<file path="src/rtl/mem_bus_arbiter.sv">
// Two-requester arbiter for the shared single-port memory: fixed CPU priority with a
// DMA starvation limit; every access runs a four-cycle IDLE/ACCESS/RESP/DONE sequence.
module mem_bus_arbiter #(
  parameter int ADDR_W       = 16,
  parameter int DATA_W       = 8,
  parameter int STARVE_LIMIT = 4
) (
  input  logic              clk,
  input  logic              rst_n,
  input  logic              cpu_req,
  input  logic              cpu_we,
  input  logic [ADDR_W-1:0] cpu_addr,
  input  logic [DATA_W-1:0] cpu_wdata,
  output logic              cpu_ack,
  output logic [DATA_W-1:0] cpu_rdata,
  input  logic              dma_req,
  input  logic              dma_we,
  input  logic [ADDR_W-1:0] dma_addr,
  input  logic [DATA_W-1:0] dma_wdata,
  output logic              dma_ack,
  output logic [DATA_W-1:0] dma_rdata,
  output logic              mem_en,
  output logic              mem_we,
  output logic [ADDR_W-1:0] mem_addr,
  output logic [DATA_W-1:0] mem_wdata,
  input  logic [DATA_W-1:0] mem_rdata,
  output logic              busy,
  output logic              owner
);

  typedef enum logic [1:0] {
    IDLE   = 2'd0,
    ACCESS = 2'd1,
    RESP   = 2'd2,
    DONE   = 2'd3
  } state_t;

  localparam logic [3:0] LIMIT = 4'(STARVE_LIMIT);

  state_t     state_r;
  logic [3:0] starve_cnt_r;
  logic       op_we_r;
  logic       any_req_s;
  logic       grant_dma_s;

  // Arbitration decision: DMA wins alone, or once the CPU has starved it long enough
  always_comb begin
    any_req_s   = cpu_req | dma_req;
    grant_dma_s = 1'b0;
    if (dma_req && !cpu_req) begin
      grant_dma_s = 1'b1;
    end else if (dma_req && cpu_req && (starve_cnt_r >= LIMIT)) begin
      grant_dma_s = 1'b1;
    end else begin
      grant_dma_s = 1'b0;
    end
  end

  // Transaction sequencer with all bus and requester outputs registered
  always_ff @(posedge clk or negedge rst_n) begin
    if (!rst_n) begin
      state_r      <= IDLE;
      starve_cnt_r <= 4'd0;
      op_we_r      <= 1'b0;
      mem_en       <= 1'b0;
      mem_we       <= 1'b0;
      mem_addr     <= '0;
      mem_wdata    <= '0;
      cpu_ack      <= 1'b0;
      dma_ack      <= 1'b0;
      cpu_rdata    <= '0;
      dma_rdata    <= '0;
      busy         <= 1'b0;
      owner        <= 1'b0;
    end else begin
      case (state_r)
        IDLE: begin
          if (any_req_s) begin
            owner     <= grant_dma_s;
            mem_addr  <= grant_dma_s ? dma_addr  : cpu_addr;
            mem_wdata <= grant_dma_s ? dma_wdata : cpu_wdata;
            mem_we    <= grant_dma_s ? dma_we    : cpu_we;
            op_we_r   <= grant_dma_s ? dma_we    : cpu_we;
            mem_en    <= 1'b1;
            busy      <= 1'b1;
            state_r   <= ACCESS;
            // Count CPU wins only while DMA is actually waiting; saturate at 15
            if (!grant_dma_s && dma_req) begin
              if (starve_cnt_r != 4'hF) begin
                starve_cnt_r <= starve_cnt_r + 4'd1;
              end else begin
                starve_cnt_r <= starve_cnt_r;
              end
            end else begin
              starve_cnt_r <= 4'd0;
            end
          end else begin
            mem_en  <= 1'b0;
            state_r <= IDLE;
          end
        end
        ACCESS: begin
          mem_en  <= 1'b0;
          mem_we  <= 1'b0;
          state_r <= RESP;
        end
        RESP: begin
          if (owner) begin
            dma_ack <= 1'b1;
            if (!op_we_r) begin
              dma_rdata <= mem_rdata;
            end else begin
              dma_rdata <= dma_rdata;
            end
          end else begin
            cpu_ack <= 1'b1;
            if (!op_we_r) begin
              cpu_rdata <= mem_rdata;
            end else begin
              cpu_rdata <= cpu_rdata;
            end
          end
          state_r <= DONE;
        end
        DONE: begin
          cpu_ack <= 1'b0;
          dma_ack <= 1'b0;
          busy    <= 1'b0;
          state_r <= IDLE;
        end
        default: begin
          mem_en  <= 1'b0;
          mem_we  <= 1'b0;
          cpu_ack <= 1'b0;
          dma_ack <= 1'b0;
          busy    <= 1'b0;
          state_r <= IDLE;
        end
      endcase
    end
  end

endmodule
</file>
<file path="config.mk">
export PLATFORM = sky130hd
export DESIGN_NAME = mem_bus_arbiter
export DESIGN_NICKNAME = d
export VERILOG_FILES = /design/src/rtl/mem_bus_arbiter.sv
export SDC_FILE = /design/constraint.sdc
export NUM_CORES = 1
export LEC_CHECK = 0
export ABC_AREA = 1
export CAP_MARGIN = 15
export CORE_UTILIZATION = 25
export DETAILED_ROUTE_END_ITERATION = 10
export GPL_TIMING_DRIVEN = 1
export PLACE_DENSITY = 0.51
export SYNTH_ARGS = -nofsm -noshare
export SYNTH_HDL_FRONTEND = slang
export SYNTH_SLANG_ARGS = --single-unit
</file>
<file path="constraint.sdc">
create_clock -name clk -period 4.02 [get_ports clk]
set_input_delay 0.603 -clock clk [delete_from_list [all_inputs] [get_ports clk]]
set_output_delay 0.603 -clock clk [all_outputs]
set_load 0.03 [all_outputs]
</file>
==> results of run 1 <==
## report_power, final
group | leakage, nW | total (W) | internal [W] | switching [W]
clock | 0.0543 | 0.000370 | 0.000187 | 0.000184
sequential | 0.659 | 0.000920 | 0.000782 | 0.000138
combinational | 1.15 | 0.00153 | 0.000611 | 0.000917
total | 1.86 | 0.00282 | 0.00158 | 0.00124
## metrics by stage
step | hold WS (ns) | power (W) | area, um2
2_1_floorplan | 0.307 | 0.00186 | 2540
3_3_place_gp | 0.462 | 0.00247 | 3680
3_5_place_dp | 0.465 | 0.00249 | 3680
4_1_cts | 0.398 | 0.00287 | 3800
5_1_grt | 0.434 | 0.00305 | 3800
6_report | 0.373 | 0.00282 | 3800
## kinds of logic (layout without fill, tap and decap cells)
logic type               count (synthesis)  in the layout
adder cells (fa/ha/maj)                  6              6
AO/OA/AOI/OAI                           27             27
AND/OR/NAND/NOR                        186            186
buffers and inverters                   39            142
flip-flops                              53             53
## sequential cells by signal, indices dropped and copies added, names as in the netlist
| register | flops |
|---|---|
| mem_addr | 16 |
| cpu_rdata | 8 |
| dma_rdata | 8 |
| mem_wdata | 8 |
| starve_cnt_r | 4 |
| state_r | 2 |
| busy | 1 |
| cpu_ack | 1 |
| dma_ack | 1 |
| mem_en | 1 |
| mem_we | 1 |
| op_we_r | 1 |
| owner | 1 |
## how the worst max path moves through the flow
stage | startpoint | endpoint | slack, ns
finish | dma_req | mem_we | 1.84
global route | dma_req | mem_we | 1.66
CTS | dma_req | mem_we | 1.78
detailed placement | dma_req | mem_we | 1.47
global placement | dma_req | mem_we | 1.46
floorplan | state_r[0] | mem_addr[0] | 2.69
## placed cells by master, fill, tap and decap left out, types with 2 or more instances in the layout
cell type,count
nand2_2,2
buf_4,2
dfrtp_1,53
nand3_1,28
nand2_1,144
o21ai_1,20
inv_2,3
clkdlybuf4s50_1,106
ha_1,6
inv_1,21
nor2_2,3
clkbuf_8,5
o22ai_1,2
nor2_1,5
## worst register-to-register path, cell delays in order (launching register included)
cell and delay, ns:
dfrtp_1 0.41, inv_1 0.11, ha_1 0.26, inv_2 0.11, nor2_8 0.40, inv_4 0.23, o21ai_1 0.14, nand3_1 0.08
nand2_1 0.06
## layout make-up
class / count / area [um2]
Clock inverter: 3 / 46.3
Tap cell: 133 / 166
Timing Repair Buffer: 109 / 1080
Clock buffer: 5 / 68.8
Inverter: 25 / 96.3
Sequential cell: 53 / 1330
Fill cell: 1060 / 6020
Multi-Input combinational cell: 219 / 1010
## cells in the mapped netlist (2+ instances only)
master   count
dfrtp_1     53
inv_1       21
o21ai_1     20
ha_1         6
nand2_1    144
nor2_2       3
nand3_1     28
buf_6        5
o22ai_1      2
nand2_2      2
buf_2        8
nor2_1       5
inv_2        3
## per-layer routing
| layer | global-route usage (%) | wire (um) |
|---|---|---|
| met1 | 17.2 | 3040 |
| met2 | 23.1 | 3120 |
| met3 | 2.85 | 453 |
| met5 | 0 | 0 |
| met4 | 3.03 | 44 |
==> results.cfg, run 1 <==
[finish]
stdcell_count = 547
nets = 481
area.growth.synth_to_final_pct = 49.2
drive_gt1_share_pct = 5.80
fin_util_pct = 38.7
n_antenna_cell = 0

[synth]
synth-edff-count = 0
synthMuxAreaShare_pct = 0
synthAdderAreaFrac_pct = 2.95
synth_top_area_share_pct = 52.1
synthCells = 311
yosysTopAreaCell = dfrtp_1
synth_top_family_by_area = simple AND/OR/NAND/NOR gates
yosys.area_share.simple_pct = 30.9
yosysSeqAreaShare_pct = 52.1
ys_seq_elements = 53
syn_nets = 379
synth_compound_area_share_pct = 5.85
yosys_most_used_dff = dfrtp_1
async_flop_share_pct = 100
yosys_warnings = 0
synth_xor_area_share_pct = 0
avgSynthCellArea_um2 = 8.18
ys_types = 24
yosys-top-cells-area = dfrtp_1 52%, nand2_1 21%, nand3_1 5.5%, o21ai_1 3.9%, inv_1 3.1%
netlist_area_um2 = 2540

[run]
cap_violations = 0

[timing]
setup_viol = 0
tightest_slew_ns = 0.794
setup_slack_ns = 1.84
skew_ns = 0.00359
fmax_ghz = 0.459
maxSlewViolCount = 0
rsz0062_at_grt = no
setup_tns_ns = 0
finalCriticalPeriod_ns = 2.18
hold_viol = 0
fin_crit_sh_pct = 54.2
slew_headroom_pct = 47.1

[routing]
via_per_inst = 4.14
vias = 2264
ant_nets = 0
first_pass_iters = 4
drc = 0
wl_mm = 6.65
drt_iter0_markers = 60
wl_per_cell_um = 12.2

[die]
fp-row-count = 36
die_y_um = 103
die_w_um = 103
ios = 108
start_util_pct = 25.9
dieArea_um2 = 10600
core_region_area_um2 = 9820

[clocking]
cts.path.max_buffers = 2
postCtsHoldBufs = 0
cts.repair.resized = 0
path_clk_slew_ns = 0.10
cts_sinks = 53
cts-root-buf = clkbuf_8
cts_tree = yes
numCtsBuffers = 5
clk_latency_ns = 0.30
postCtsSetupBuffers = 0
htree_levels = 2

[critical_path]
cpMaxStageDelayCell = clkdlybuf4s50_1
critPathMaxStageDelay_ns = 0.45
rrSetupSlack_ns = 2.16
crit_cells = 8
crit_type = input pin to register
r2r_cells = 8
rr_endpoint = mem_we
cp.required_ns = 4.27
cp_top_family = buffers and inverters
path_buf_inv = 3
cp.arrival_ns = 2.43
worstSetupStartpointType = input pin
cp-end-kind = register
crit_fanout = 33
worstPathCellList = clkdlybuf4s50_1, buf_4, nor2_2, nor2_8, inv_4, o21ai_1, nand3_1, nand2_1
r2r_start = state_r[0]

[grt]
gr-total-overflow = 0
grt_use_total_pct = 13.4
antenna_found_initial = 0
grt_max_degree = 36
grt_pass1_wl_mm = 11.0
grt_pass1_vias = 2288

[place]
hpwlAfterDp_mm = 4.75
dp_cells = 539
place_ws_ns = 1.47
port_buffers = 107
place.gp.congestion = 0.710

[worst_hold_path]
min_path_type = input pin to async pin

[power_and_ir_drop]
power.density_nw_per_um2 = 742
p_leak_nw = 1.86
peakVddDrop_mv = 0.318

[run_status]
outcome = finished, final reports clean
Note: power is estimated with default switching activity, not from simulation.
==> run 2: changes to the inputs <==
--- a/config.mk
+++ b/config.mk
@@ -10,7 +10,7 @@
 export CORE_UTILIZATION = 25
 export DETAILED_ROUTE_END_ITERATION = 10
 export GPL_TIMING_DRIVEN = 1
-export PLACE_DENSITY = 0.51
+export PLACE_DENSITY = 0.53
 export SYNTH_ARGS = -nofsm -noshare
 export SYNTH_HDL_FRONTEND = slang
 export SYNTH_SLANG_ARGS = --single-unit
==> constraint.sdc (replaced) <==
create_clock -name clk -period 1.9 [get_ports clk]
set_input_delay 0.285 -clock clk [delete_from_list [all_inputs] [get_ports clk]]
set_output_delay 0.285 -clock clk [all_outputs]
set_load 0.03 [all_outputs]
==> results.cfg, run 2 (same netlist as run 1, synthesis figures left out) <==
[grt]
grt_pass1_wl_mm = 11.0
grt_use_total_pct = 13.5
gr-total-overflow = 0
antenna_found_initial = 0
grt_max_degree = 31
grt_pass1_vias = 2316

[clocking]
postCtsSetupBuffers = 0
cts_sinks = 53
cts_tree = yes
postCtsHoldBufs = 1
numCtsBuffers = 5
path_clk_slew_ns = 0.10
cts.repair.resized = 0
clk_latency_ns = 0.31
cts.path.max_buffers = 2
cts-root-buf = clkbuf_8
htree_levels = 2

[timing]
setup_viol = 0
finalCriticalPeriod_ns = 1.74
fin_crit_sh_pct = 91.4
rsz0062_at_grt = no
setup_tns_ns = 0
tightest_slew_ns = 0.623
hold_viol = 0
maxSlewViolCount = 0
slew_headroom_pct = 58.4
fmax_ghz = 0.576
skew_ns = 0.00935

[finish]
nets = 487
largest_reg_flops = 16
final_cell_mix = 144 x nand2_1, 106 x clkdlybuf4s50_1, 53 x dfrtp_1
area.growth.synth_to_final_pct = 50.6
top_register = mem_addr
n_antenna_cell = 0
drive_gt1_share_pct = 6.90
layout_commonest_cell = nand2_1
fillCellCount = 1035

[die]
ios = 108
start_util_pct = 25.9
core_region_area_um2 = 9820
dieArea_um2 = 10600
fp-row-count = 36
die_w_um = 103
die_y_um = 103

[critical_path]
cp.arrival_ns = 1.45
path_buf_inv = 1
worstSetupStartpointType = register
cp.required_ns = 1.62
cp-end-kind = output port
cpMaxStageDelayCell = clkdlybuf4s50_1
r2r_start = state_r[0]
rr_endpoint = starve_cnt_r[2]
worstPathCellList = clkdlybuf4s50_1
crit_type = register to output port
critPathMaxStageDelay_ns = 0.71
crit_fanout = 4
r2r_cells = 8
rrSetupSlack_ns = 0.35
cp_top_family = buffers and inverters

[place]
port_buffers = 107
hpwlAfterDp_mm = 5.06
place.gp.congestion = 0.761

[worst_hold_path]
min_path_type = register to register
hold_path_end = mem_addr[15]
worstHoldStart = mem_addr[15]
hold_depth = 2

[routing]
first_pass_iters = 4
ant_nets = 0
drt_iter0_markers = 122
vias = 2337
via_per_inst = 4.23
drc = 0
wl_mm = 6.90
wl_per_cell_um = 12.5

[run_status]
outcome = finished, final reports clean

[power_and_ir_drop]
total_power_w = 0.00590
p_leak_nw = 1.88
peakVddDrop_mv = 0.718
power.density_nw_per_um2 = 1540

[run]
cap_violations = 0
-- run 2: changes by cell type in the layout (fill, tap and decap cells not counted) --
| cell | previous run | this run |
|---|---|---|
| clkinv_4 | 1 | 0 |
| clkinvlp_4 | 1 | 3 |
| bufinv_16 | 1 | 0 |
| buf_12 | 0 | 1 |
| dlygate4sd3_1 | 0 | 1 |
| buf_4 | 2 | 6 |
-- run 2: metal layers --
| layer | part of all wire (%) | vias up | global-route usage (%) |
|---|---|---|---|
| met5 | 0 | - | 0 |
| met4 | 0.45 | 0 | 2.93 |
| met3 | 6.8 | 2 | 2.51 |
| met2 | 48 | 78 | 22.8 |
| met1 | 45 | 1071 | 18.0 |
| li1 | - | 1186 | - |
-- run 2: layout make-up --
type	count	area, um2	area share, %
Sequential cell	53	1330	34.6
Timing Repair Buffer	115	1140	29.8
Multi-Input combinational cell	219	1010	26.4
Tap cell	133	166	4.34
Inverter	25	96.3	2.51
Clock buffer	5	68.8	1.80
Clock inverter	3	22.5	0.588
-- run 2: worst max path at each step --
stage / start / end / cells past startpoint / slack, ns
2_1_floorplan: state_r[0] / mem_addr[0] / 8 / 0.57
3_3_place_gp: cpu_req / mem_we / 7 / 0.21
3_5_place_dp: cpu_req / mem_we / 7 / 0.18
4_1_cts: owner / owner / 1 / 0.15
5_1_grt: owner / owner / 1 / 0.09
6_report: owner / owner / 1 / 0.16
-- run 2: stage by stage --
step                      util, %  std cells  setup WS (ns)  hold slack (ns)  cell area [um2]
final                        39.0        553          0.164            0.492             3830
after global routing         39.0        553         0.0888            0.514             3830
after CTS                    39.0        553          0.148            0.493             3830
after detailed placement     38.0        544          0.176            0.340             3730
after global placement       38.0        544          0.214            0.333             3730
after floorplan                 -        311          0.568          -0.0106             2540
-- run 2: where the power goes --
| part | leakage (nW) | internal (W) | switching (W) |
|---|---|---|---|
| clock network | 0.0364 | 0.000260 | 0.000394 |
| logic | 1.18 | 0.00134 | 0.00195 |
| registers | 0.659 | 0.00165 | 0.000300 |
| total | 1.88 | 0.00326 | 0.00265 |
==> run 3: changes to the inputs <==
--- a/config.mk
+++ b/config.mk
@@ -7,6 +7,7 @@
 export LEC_CHECK = 0
 export ABC_AREA = 1
 export CAP_MARGIN = 15
+export CORE_ASPECT_RATIO = 2
 export CORE_UTILIZATION = 25
 export DETAILED_ROUTE_END_ITERATION = 10
 export GPL_TIMING_DRIVEN = 1
==> results.cfg, run 3 (same netlist as run 1, synthesis figures left out) <==
[routing]
wl_per_cell_um = 13.1
via_per_inst = 4.18
drc = 0
vias = 2301
drt_iter0_markers = 91
first_pass_iters = 4
ant_nets = 0
wl_mm = 7.23

[timing]
maxSlewViolCount = 0
setup_viol = 0
fmax_ghz = 0.591
setup_slack_ns = 0.208
finalCriticalPeriod_ns = 1.69
setup_tns_ns = 0
fin_crit_sh_pct = 89.1
hold_ws_ns = 0.479
skew_ns = 0.00691
rsz0062_at_grt = no
hold_viol = 0
slew_headroom_pct = 65.2
tightest_slew_ns = 0.522

[die]
fp-row-count = 51
die_w_um = 73.3
dieArea_um2 = 10600
start_util_pct = 25.9
core_region_area_um2 = 9830
ios = 108
die_y_um = 145

[critical_path]
cp-end-kind = output port
cp_top_family = buffers and inverters
critPathMaxStageDelay_ns = 0.70
crit_type = register to output port
rrSetupSlack_ns = 0.26
worstSetupStartpointType = register
cp.required_ns = 1.62
cpMaxStageDelayCell = clkdlybuf4s50_1
path_buf_inv = 1
worstPathCellList = clkdlybuf4s50_1
cp.arrival_ns = 1.41
crit_fanout = 4

[power_and_ir_drop]
peakVddDrop_mv = 0.916
power.density_nw_per_um2 = 1630
p_leak_nw = 1.94

[finish]
area.growth.synth_to_final_pct = 55.1
n_antenna_cell = 0
largest_reg_flops = 16
stdcell_area_um2 = 3950
final_cell_mix = 144 x nand2_1, 106 x clkdlybuf4s50_1, 53 x dfrtp_1
nets = 486
drive_gt1_share_pct = 6.68
fillCellCount = 1034
top_register = mem_addr
layout_commonest_cell = nand2_1

[place]
hpwlAfterDp_mm = 5.43
place.gp.congestion = 0.762
place_ws_ns = 0.181
port_buffers = 107
dpl_cell_area_um2 = 3750

[grt]
grt_pass1_wl_mm = 11.3
antenna_found_initial = 0
gr-total-overflow = 0
grt_pass1_vias = 2336
grt_use_total_pct = 14.3
grt_max_degree = 33

[clocking]
cts.path.max_buffers = 2
postCtsSetupBuffers = 0
htree_levels = 2
cts_tree = yes
cts-root-buf = clkbuf_16
path_clk_slew_ns = 0.07
cts.repair.resized = 0
cts_sinks = 53
numCtsBuffers = 5
clk_latency_ns = 0.29

[run_status]
outcome = finished, final reports clean

[worst_hold_path]
min_path_type = register to register

[run]
cap_violations = 0
-- run 3: cell types whose count changed in the layout (fill, tap and decap cells not counted) --
cell and change:
clkbuf_16 +5, clkinv_2 +1, buf_12 +2, clkinvlp_4 -3
clkbuf_8 -5, buf_4 -3, bufinv_16 +2
-- run 3: per-layer routing --
metal / global-route usage [%] / share of wire, % / vias to the layer above
li1: - / - / 1185
met1: 14.4 / 37 / 1043
met2: 27.6 / 57 / 65
met3: 3.05 / 4.0 / 8
met4: 5.57 / 1.7 / 0
met5: 0 / 0 / -
-- run 3: stage by stage --
step | utilization [%] | cells | power [W]
after global routing | 40.2 | 551 | 0.00689
after floorplan | - | 311 | 0.00394
after CTS | 40.2 | 551 | 0.00657
after detailed placement | 38.1 | 542 | 0.00535
final | 40.2 | 551 | 0.00645
after global placement | 38.1 | 542 | 0.00531
-- run 3: cell type report --
type | count | area, um2 | share of cell area, %
Sequential cell | 53 | 1330 | 33.6
Inverter | 25 | 96.3 | 2.44
Timing Repair Buffer | 114 | 1160 | 29.4
Clock buffer | 5 | 125 | 3.17
Clock inverter | 3 | 65.1 | 1.65
Multi-Input combinational cell | 219 | 1010 | 25.6
Tap cell | 132 | 165 | 4.18
-- run 3: path summary, 6_finish.rpt --
check | start | end | cells past startpoint
max | owner | owner | 1
min | mem_wdata[2] | mem_wdata[2] | 2
max reg2reg | state_r[0] | mem_addr[15] | 7
min reg2reg | mem_wdata[2] | mem_wdata[2] | 2
max in group asynchronous | rst_n | mem_addr[9] | 3
min in group asynchronous | rst_n | dma_rdata[2] | 2
-- run 3: power by group --
group	internal, W	switching [W]
combinational	0.00135	0.00198
clock	0.000753	0.000416
sequential	0.00166	0.000293
-- run 3: repair_timing --
action                     4_1_cts  5_1_grt
hold endpoints to repair        21        0
setup endpoints to repair        0        0
hold buffers                     1        0
